<file path="src/rtl/pipeline_hazard_ctrl.sv">
// pipeline_hazard_ctrl: stall/redirect controller for the 5-stage pipeline.
// It detects load-use hazards and multi-cycle mul/div occupancy, and gates the
// branch and jump redirects that ID resolves.
// Latency: all hazard and redirect outputs are combinational from the ID/EX
// fields in the same cycle. MdBusy is registered (FSM state).
// Backpressure: Stall freezes PC and IF/ID. The ID instruction is held, so any
// suppressed redirect reasserts on the first non-stalled cycle.
// Ports: Clk/Reset_n (async active-low); ID operand fields IdRs/IdRt with use
// flags; EX load info ExMemRead/ExRt; IdMulDiv/IdBranchTaken/IdJump from ID.
// Outputs: Stall, Branch, Jump, ExBubble and MdBusy.
// Optional: define HAZARD_PERF_CNT_EN to add 32-bit saturating counters
// StallCycles, LoadUseEvents and RedirectCount.
module pipeline_hazard_ctrl #(
  parameter int MULDIV_CYCLES = 8,
  parameter int CNT_W         = 8
) (
  input  logic       Clk,
  input  logic       Reset_n,
  input  logic [4:0] IdRs,
  input  logic [4:0] IdRt,
  input  logic       IdUsesRs,
  input  logic       IdUsesRt,
  input  logic       ExMemRead,
  input  logic [4:0] ExRt,
  input  logic       IdMulDiv,
  input  logic       IdBranchTaken,
  input  logic       IdJump,
  output logic       Stall,
  output logic       Branch,
  output logic       Jump,
  output logic       ExBubble,
  output logic       MdBusy
`ifdef HAZARD_PERF_CNT_EN
  ,
  output logic [31:0] StallCycles,
  output logic [31:0] LoadUseEvents,
  output logic [31:0] RedirectCount
`endif
);

  typedef enum logic {RUN = 1'b0, MD_WAIT = 1'b1} state_t;

  localparam logic [CNT_W-1:0] MD_LOAD = CNT_W'(MULDIV_CYCLES - 1);
  localparam logic [CNT_W-1:0] CNT_ONE = CNT_W'(1);

  state_t           state_q;
  logic [CNT_W-1:0] cnt_q;

  logic load_use;
  logic md_hazard;
  logic stall_int;

  // Register 0 is hardwired, so a load targeting it never creates a hazard.
  assign load_use = ExMemRead && (ExRt != 5'd0) &&
                    ((IdUsesRs && (IdRs == ExRt)) || (IdUsesRt && (IdRt == ExRt)));

  // While the unit is busy, anything reading a register or issuing another
  // mul/div waits. Register-free instructions slip through.
  assign md_hazard = (state_q == MD_WAIT) && (IdMulDiv || IdUsesRs || IdUsesRt);

  // Outputs are forced low while reset is held, regardless of the inputs.
  assign stall_int = Reset_n && (load_use || md_hazard);
  assign Stall     = stall_int;
  assign ExBubble  = stall_int;
  assign Branch    = Reset_n && IdBranchTaken && !stall_int;
  // Branch takes priority when both redirects are asserted.
  assign Jump      = Reset_n && IdJump && !stall_int && !IdBranchTaken;
  assign MdBusy    = (state_q == MD_WAIT);

  // Counter is loaded with MULDIV_CYCLES-1 on issue and the FSM leaves MD_WAIT
  // on the edge where it reads 1, giving MULDIV_CYCLES-1 busy cycles. The
  // counter is held at 0 in RUN.
  always_ff @(posedge Clk or negedge Reset_n) begin
    if (!Reset_n) begin
      state_q <= RUN;
      cnt_q   <= '0;
    end else begin
      case (state_q)
        RUN: begin
          if (IdMulDiv && !stall_int) begin
            state_q <= MD_WAIT;
            cnt_q   <= MD_LOAD;
          end else begin
            cnt_q   <= '0;
          end
        end
        MD_WAIT: begin
          if (cnt_q <= CNT_ONE) begin
            state_q <= RUN;
            cnt_q   <= '0;
          end else begin
            cnt_q   <= cnt_q - CNT_ONE;
          end
        end
        default: begin
          state_q <= RUN;
          cnt_q   <= '0;
        end
      endcase
    end
  end

`ifdef HAZARD_PERF_CNT_EN
  logic        load_use_q;
  logic [31:0] stall_cycles_q;
  logic [31:0] load_use_events_q;
  logic [31:0] redirect_count_q;

  function automatic logic [31:0] sat_inc(input logic [31:0] v);
    return (v == 32'hFFFF_FFFF) ? v : v + 32'd1;
  endfunction

  always_ff @(posedge Clk or negedge Reset_n) begin
    if (!Reset_n) begin
      load_use_q        <= 1'b0;
      stall_cycles_q    <= '0;
      load_use_events_q <= '0;
      redirect_count_q  <= '0;
    end else begin
      load_use_q <= load_use;
      if (stall_int)
        stall_cycles_q <= sat_inc(stall_cycles_q);
      // Count rising edges of the load-use hazard only.
      if (load_use && !load_use_q)
        load_use_events_q <= sat_inc(load_use_events_q);
      if (Branch || Jump)
        redirect_count_q <= sat_inc(redirect_count_q);
    end
  end

  assign StallCycles   = stall_cycles_q;
  assign LoadUseEvents = load_use_events_q;
  assign RedirectCount = redirect_count_q;
`endif

endmodule

</file>
<file path="config.mk">
export PLATFORM = sky130hd
export DESIGN_NAME = pipeline_hazard_ctrl
export DESIGN_NICKNAME = d
export VERILOG_FILES = /design/src/rtl/pipeline_hazard_ctrl.sv
export SDC_FILE = /design/constraint.sdc
export NUM_CORES = 1
export LEC_CHECK = 0
export ABC_AREA = 1
export CAP_MARGIN = 20
export CORE_MARGIN = 4
export CORE_UTILIZATION = 25
export CTS_BUF_LIST = sky130_fd_sc_hd__clkbuf_4 sky130_fd_sc_hd__clkbuf_8
export DETAILED_ROUTE_END_ITERATION = 10
export PLACE_DENSITY_LB_ADDON = 0.05
export SLEW_MARGIN = 20
export SYNTH_ARGS = -nofsm -noshare
export SYNTH_HDL_FRONTEND = slang
export SYNTH_SLANG_ARGS = --single-unit
</file>
<file path="constraint.sdc">
create_clock -name Clk -period 1.6 [get_ports Clk]
set_input_delay 0.16 -clock Clk [delete_from_list [all_inputs] [get_ports Clk]]
set_output_delay 0.16 -clock Clk [all_outputs]
set_load 0.005 [all_outputs]
</file>
* After elaboration in Yosys (flattened, before gate mapping)
Cells that the tools add are included.
** Storage, ports and cells
- Memories kept :: 0
- Input port bits :: 23
- Flip-flop bits (word level) :: 9
- Bits in latches :: 0
- Memory bits (writable) :: 0
- ROM bits :: 0
- Logic and storage cells :: 32
** Cells by class
- Eq/ne operators :: 2
- Bitwise logic cells :: 1
- Add/subtract/negate cells :: 1
- Multiply operators :: 0
- $lt $le $gt $ge :: 1
- Divide/modulo/power cells :: 0
- Shift-type cells :: 0
- Muxes and demuxes :: 6
- Reductions and logical operators :: 19
** Operators with widths (number)
- one-hot mux 8 bit (2 select lines) :: 1
- logical AND 1 bit :: 12
- == test 5 bit :: 2
- less-or-equal comparator 8 x 1 -> 1 bit (second input constant) :: 1
- two-way mux 8 bit :: 1
- subtractor 8 x 1 -> 8 bit (second input constant) :: 1
- nonzero test 5 bit :: 1
- logical OR 1 bit :: 4
- two-way mux 3 bit :: 1
- logical NOT 1 bit :: 2
- two-way mux 1 bit :: 2
- one-hot mux 1 bit (2 select lines) :: 1
- inverter 1 bit :: 1

* Depth between registers and ports, before layout
- Word-level depth :: 10
- Gate-level depth with buffers :: 11
- Gate-level depth less buffers :: 11

* Worst setup path before layout
No wires, ideal clock.
- Path kind :: reg-to-reg
- Start :: reg cnt_q[0]
- End :: reg cnt_q[1]
- Setup time :: 0.065 ns
- Clock period less this slack :: 1.310 ns
- Cell stages (with the launch flop) :: 9
- Arrival time :: 1.245 ns
- Setup slack :: 0.290 ns
- Buffers on the path :: 0
- Path through :: dfrtp_1 > inv_1 > ha_1 > o21ai_2 > nor2_2 > nor2_4 > inv_2 > or2_0 > nand2_1
** On the way
- Word-level cells in the longest chain between the ends :: 3
- Elaborated cells between the ends (all ways) :: 4
- Classes of those cells :: add/sub (1); order compare (1); mux (2)
** Ends and longest elaborated chain
- start: declaration :: RTL line 47 : logic [CNT_W-1:0] cnt_q;
- start signal: assignment :: RTL line 92 : cnt_q <= cnt_q - CNT_ONE;
- subtractor 8 x 1 -> 8 bit or less-or-equal comparator 8 x 1 -> 1 bit (tied branches) :: RTL line 92, 88
- two-way mux 8 bit * :: RTL line 88 : if (cnt_q <= CNT_ONE) begin
- one-hot mux 8 bit (2 select lines) * :: RTL line 78 : case (state_q)
Mark *: on every way between the ends. The rest lies on a longest branch, timed or not.

* Worst setup path after layout
- Start :: in IdRt[0]
- End :: out Stall
** On the way
- Word-level cells in the longest chain between the ends :: 6
** Ends and longest elaborated chain
- start: declaration :: RTL line 20 : input logic [4:0] IdRt,
- == test 5 bit :: RTL line 55 : ((IdUsesRs && (IdRs == ExRt)) || (IdUsesRt && (IdRt == ExRt)));
- logical AND 1 bit :: RTL line 55
- logical OR 1 bit :: RTL line 55
- logical AND 1 bit :: RTL line 54 : assign load_use = ExMemRead && (ExRt != 5'd0) &&
- logical OR 1 bit :: RTL line 62 : assign stall_int = Reset_n && (load_use || md_hazard);
- logical AND 1 bit :: RTL line 62
- end: declaration :: RTL line 28 : output logic Stall,
No other way between the ends.

==> impl_metrics.env <==
export IMPL_num_io_pins=28
export IMPL_routed_wirelength_mm=1.85
export IMPL_place_ws_ps=-457
export IMPL_synth_cells=123
export IMPL_start_kind="input port"
export IMPL_fin_nets=183
export IMPL_grt_pass1_wl_mm=3.13
export IMPL_synth_ff_type="dfrtp_1"
export IMPL_rr_endpoint="cnt_q[1]"
export IMPL_max_freq_ghz=0.678
export IMPL_start_util_pct=26.8
export IMPL_die_y_um=63.1
export IMPL_reg2reg_from="cnt_q[0]"
export IMPL_synth_cell_types=21
export IMPL_overflow=0
export IMPL_path_delay_family="buffers and inverters"
export IMPL_dr_first_iter_drc_count=32
export IMPL_core_area_um2=2830
export IMPL_rsz0062_at_grt="true"
export IMPL_postRouteAntennaNets=0
export IMPL_wl_per_cell_um=9.85
export IMPL_yosys_warnings=0
export IMPL_hold_violations=0
export IMPL_synthTopCellsByArea="dfrtp_1, nand2_1, inv_1, nor2_1, nand2_2"
export IMPL_cpMostUsedCell="nand2_1"
export IMPL_cp_cell_sequence="clkdlybuf4s50_1 -> inv_1 -> nand2_1 -> nand2_1 -> nor2_1 -> nand3_1 -> nand2_1 -> nand2_1 -> nand2_2 -> nand2_2 -> inv_2 -> buf_2"
export IMPL_critPathBufInv=4
export IMPL_crit_slowest_cell="clkdlybuf4s50_1"
export IMPL_path_max_fanout=3
export IMPL_r2r_slack_ps=200
export IMPL_grt_pass1_vias=747
export IMPL_criticalPathCategory="in2out"
export IMPL_cts_root_buf="clkbuf_4"
export IMPL_die_w_um=63.1
export IMPL_cts_buffers=3
export IMPL_synth_top_cell_by_area="dfrtp_1"
export IMPL_crit_required_ps=1440
export IMPL_status="finished, final reports clean"
export IMPL_synth_yosys_seq_area_share_pct=29.7
export IMPL_drv_cap=0
export IMPL_yosys_register_bits=9
export IMPL_crit_path_end_kind="output pin"
export IMPL_slowest_delay_ps=450
export IMPL_cellLeakagePower_nw=0.644
export IMPL_grt_start_max_net_pins=10
export IMPL_avgSynthCellArea_um2=6.16
export IMPL_async_reset_ff_share_pct=100
export IMPL_place_gp_congestion=0.790
export IMPL_dr_pass1_iters=2
export IMPL_wl_met1_um=800
export IMPL_hp_class="in2async"
export IMPL_dr_max_layer_used="met4"
export IMPL_cts_path_max_buffers=2
export IMPL_period_needed_ps=1470
export IMPL_reg2regPathDepth=8
export IMPL_timing_final_max_slew_violations=0
export IMPL_worst_pin_slew_ps=246
export IMPL_synthesis_nets=148
export IMPL_drc=0
export IMPL_via_per_inst=4.21
export IMPL_relSlewSlack_pct=83.4
export IMPL_setup_viol=0
export IMPL_wl_met2_um=908
export IMPL_finClkSkew_ps=2.88
export IMPL_setup_ws_ps=126
export IMPL_netlist_area_um2=758
export IMPL_dp_hpwl_mm=1.57
export IMPL_postCtsHoldBufs=0
export IMPL_syn_to_final_growth_pct=43.9
export IMPL_cts_max_level=1
export IMPL_dieArea_um2=3980
export IMPL_clock_latency_ps=260
export IMPL_io_buffer_count=27
export IMPL_p_per_area_nw_per_um2=1210
export IMPL_synth_edf_count=0
export IMPL_drive_gt1_share_pct=20.4
export IMPL_row_count=19
export IMPL_cts_tree="yes"
export IMPL_finalCritPeriodShare_pct=92.1
export IMPL_routed_wl_met3_um=97
export IMPL_arrival_ps=1310
export IMPL_grt_total_usage_pct=9.89
export IMPL_design_area_um2=1090
export IMPL_path_clk_slew_ps=60
export IMPL_vdd_ir_drop_worst_mv=0.767
export IMPL_power_w=0.00132
export IMPL_clock_sink_count=9
export IMPL_netlist_area_leader_share_pct=29.7
export IMPL_num_vias=792
export IMPL_place_area_um2=1080
export IMPL_antenna_found_initial=0
export IMPL_diodes=0
sequential cells by signal, indices dropped and copies added, names as in the netlist:
| register | flops |
|---|---|
| MdBusy | 1 |
| cnt_q | 8 |
worst max-delay path by stage:
stage	endpoint	startpoint	slack, ps	cells past startpoint
floorplan	cnt_q[1]	cnt_q[0]	290	8
global placement	Stall	ExRt[2]	-430	12
detailed placement	Stall	ExRt[2]	-460	12
CTS	ExBubble	IdRt[0]	1	12
global route	Stall	IdRt[0]	-8	12
finish	Stall	IdRt[0]	130	12
report_power, final:
group / internal, W / switching [W] / total (W)
clock: 0.000113 / 0.0000790 / 0.000192
sequential: 0.000310 / 0.0000639 / 0.000374
combinational: 0.000336 / 0.000415 / 0.000750
total: 0.000758 / 0.000558 / 0.00132
cell families (layout without fill, tap and decap cells):
| logic type | count (synthesis) | after routing | share of synthesized area [%] |
|---|---|---|---|
| flops | 9 | 9 | 29.7 |
| simple gates | 74 | 74 | 43.6 |
| compound gates | 8 | 8 | 6.11 |
| fa+ha+maj | 2 | 2 | 3.30 |
| buf+inv | 27 | 61 | 13.9 |
| xor+xnor | 3 | 3 | 3.47 |
layer usage:
layer | GRT usage [%] | up-vias
li1 | - | 431
met1 | 10.3 | 338
met2 | 17.7 | 16
met3 | 2.66 | 7
met4 | 5.79 | 0
met5 | 0 | -
stage by stage:
step	std cells	TNS, ps	hold slack (ps)	util (%)
after global placement	183	-1950	522	38.3
after floorplan	123	0	-136	-
after detailed placement	183	-2030	530	38.3
after CTS	188	0	316	38.8
final	188	0	308	38.6
after global routing	188	-13.3	325	38.6
cells in the mapped netlist (2+ instances only):
library cell / number
xor2_1: 2
nand3_1: 4
a21oi_1: 3
nand2_1: 39
nor2_1: 16
inv_1: 21
o21ai_0: 3
nand4_1: 2
nor2_2: 4
nand2_2: 5
inv_2: 5
ha_1: 2
dfrtp_1: 9
repair_timing:
item	CTS	global route
gates cloned	0	0
pin swaps	4	2
resized for setup	23	8
setup endpoints to repair	4	4
buffers inserted	1	0
cells in the final DEF, fill, tap and decap left out, types with 3 or more instances in the layout:
master           instances
nand2_2                  5
nand3_1                  4
dfrtp_1                  9
o21ai_0                  3
inv_1                   20
nor2_1                  14
nor2_2                   6
nand2_1                 39
dlygate4sd2_1           13
a21oi_1                  3
inv_2                    6
clkdlybuf4s50_1          9
buf_4                    4
clkbuf_4                 4
cell type report:
class,instances,area (um^2)
fillers,304,1740
inverters,26,97.6
well taps,31,38.8
multi-input cells,87,433
repair buffers,31,267
clock buffers,4,30.0
flip-flops and latches,9,225
Note: power is estimated with default switching activity, not from simulation.
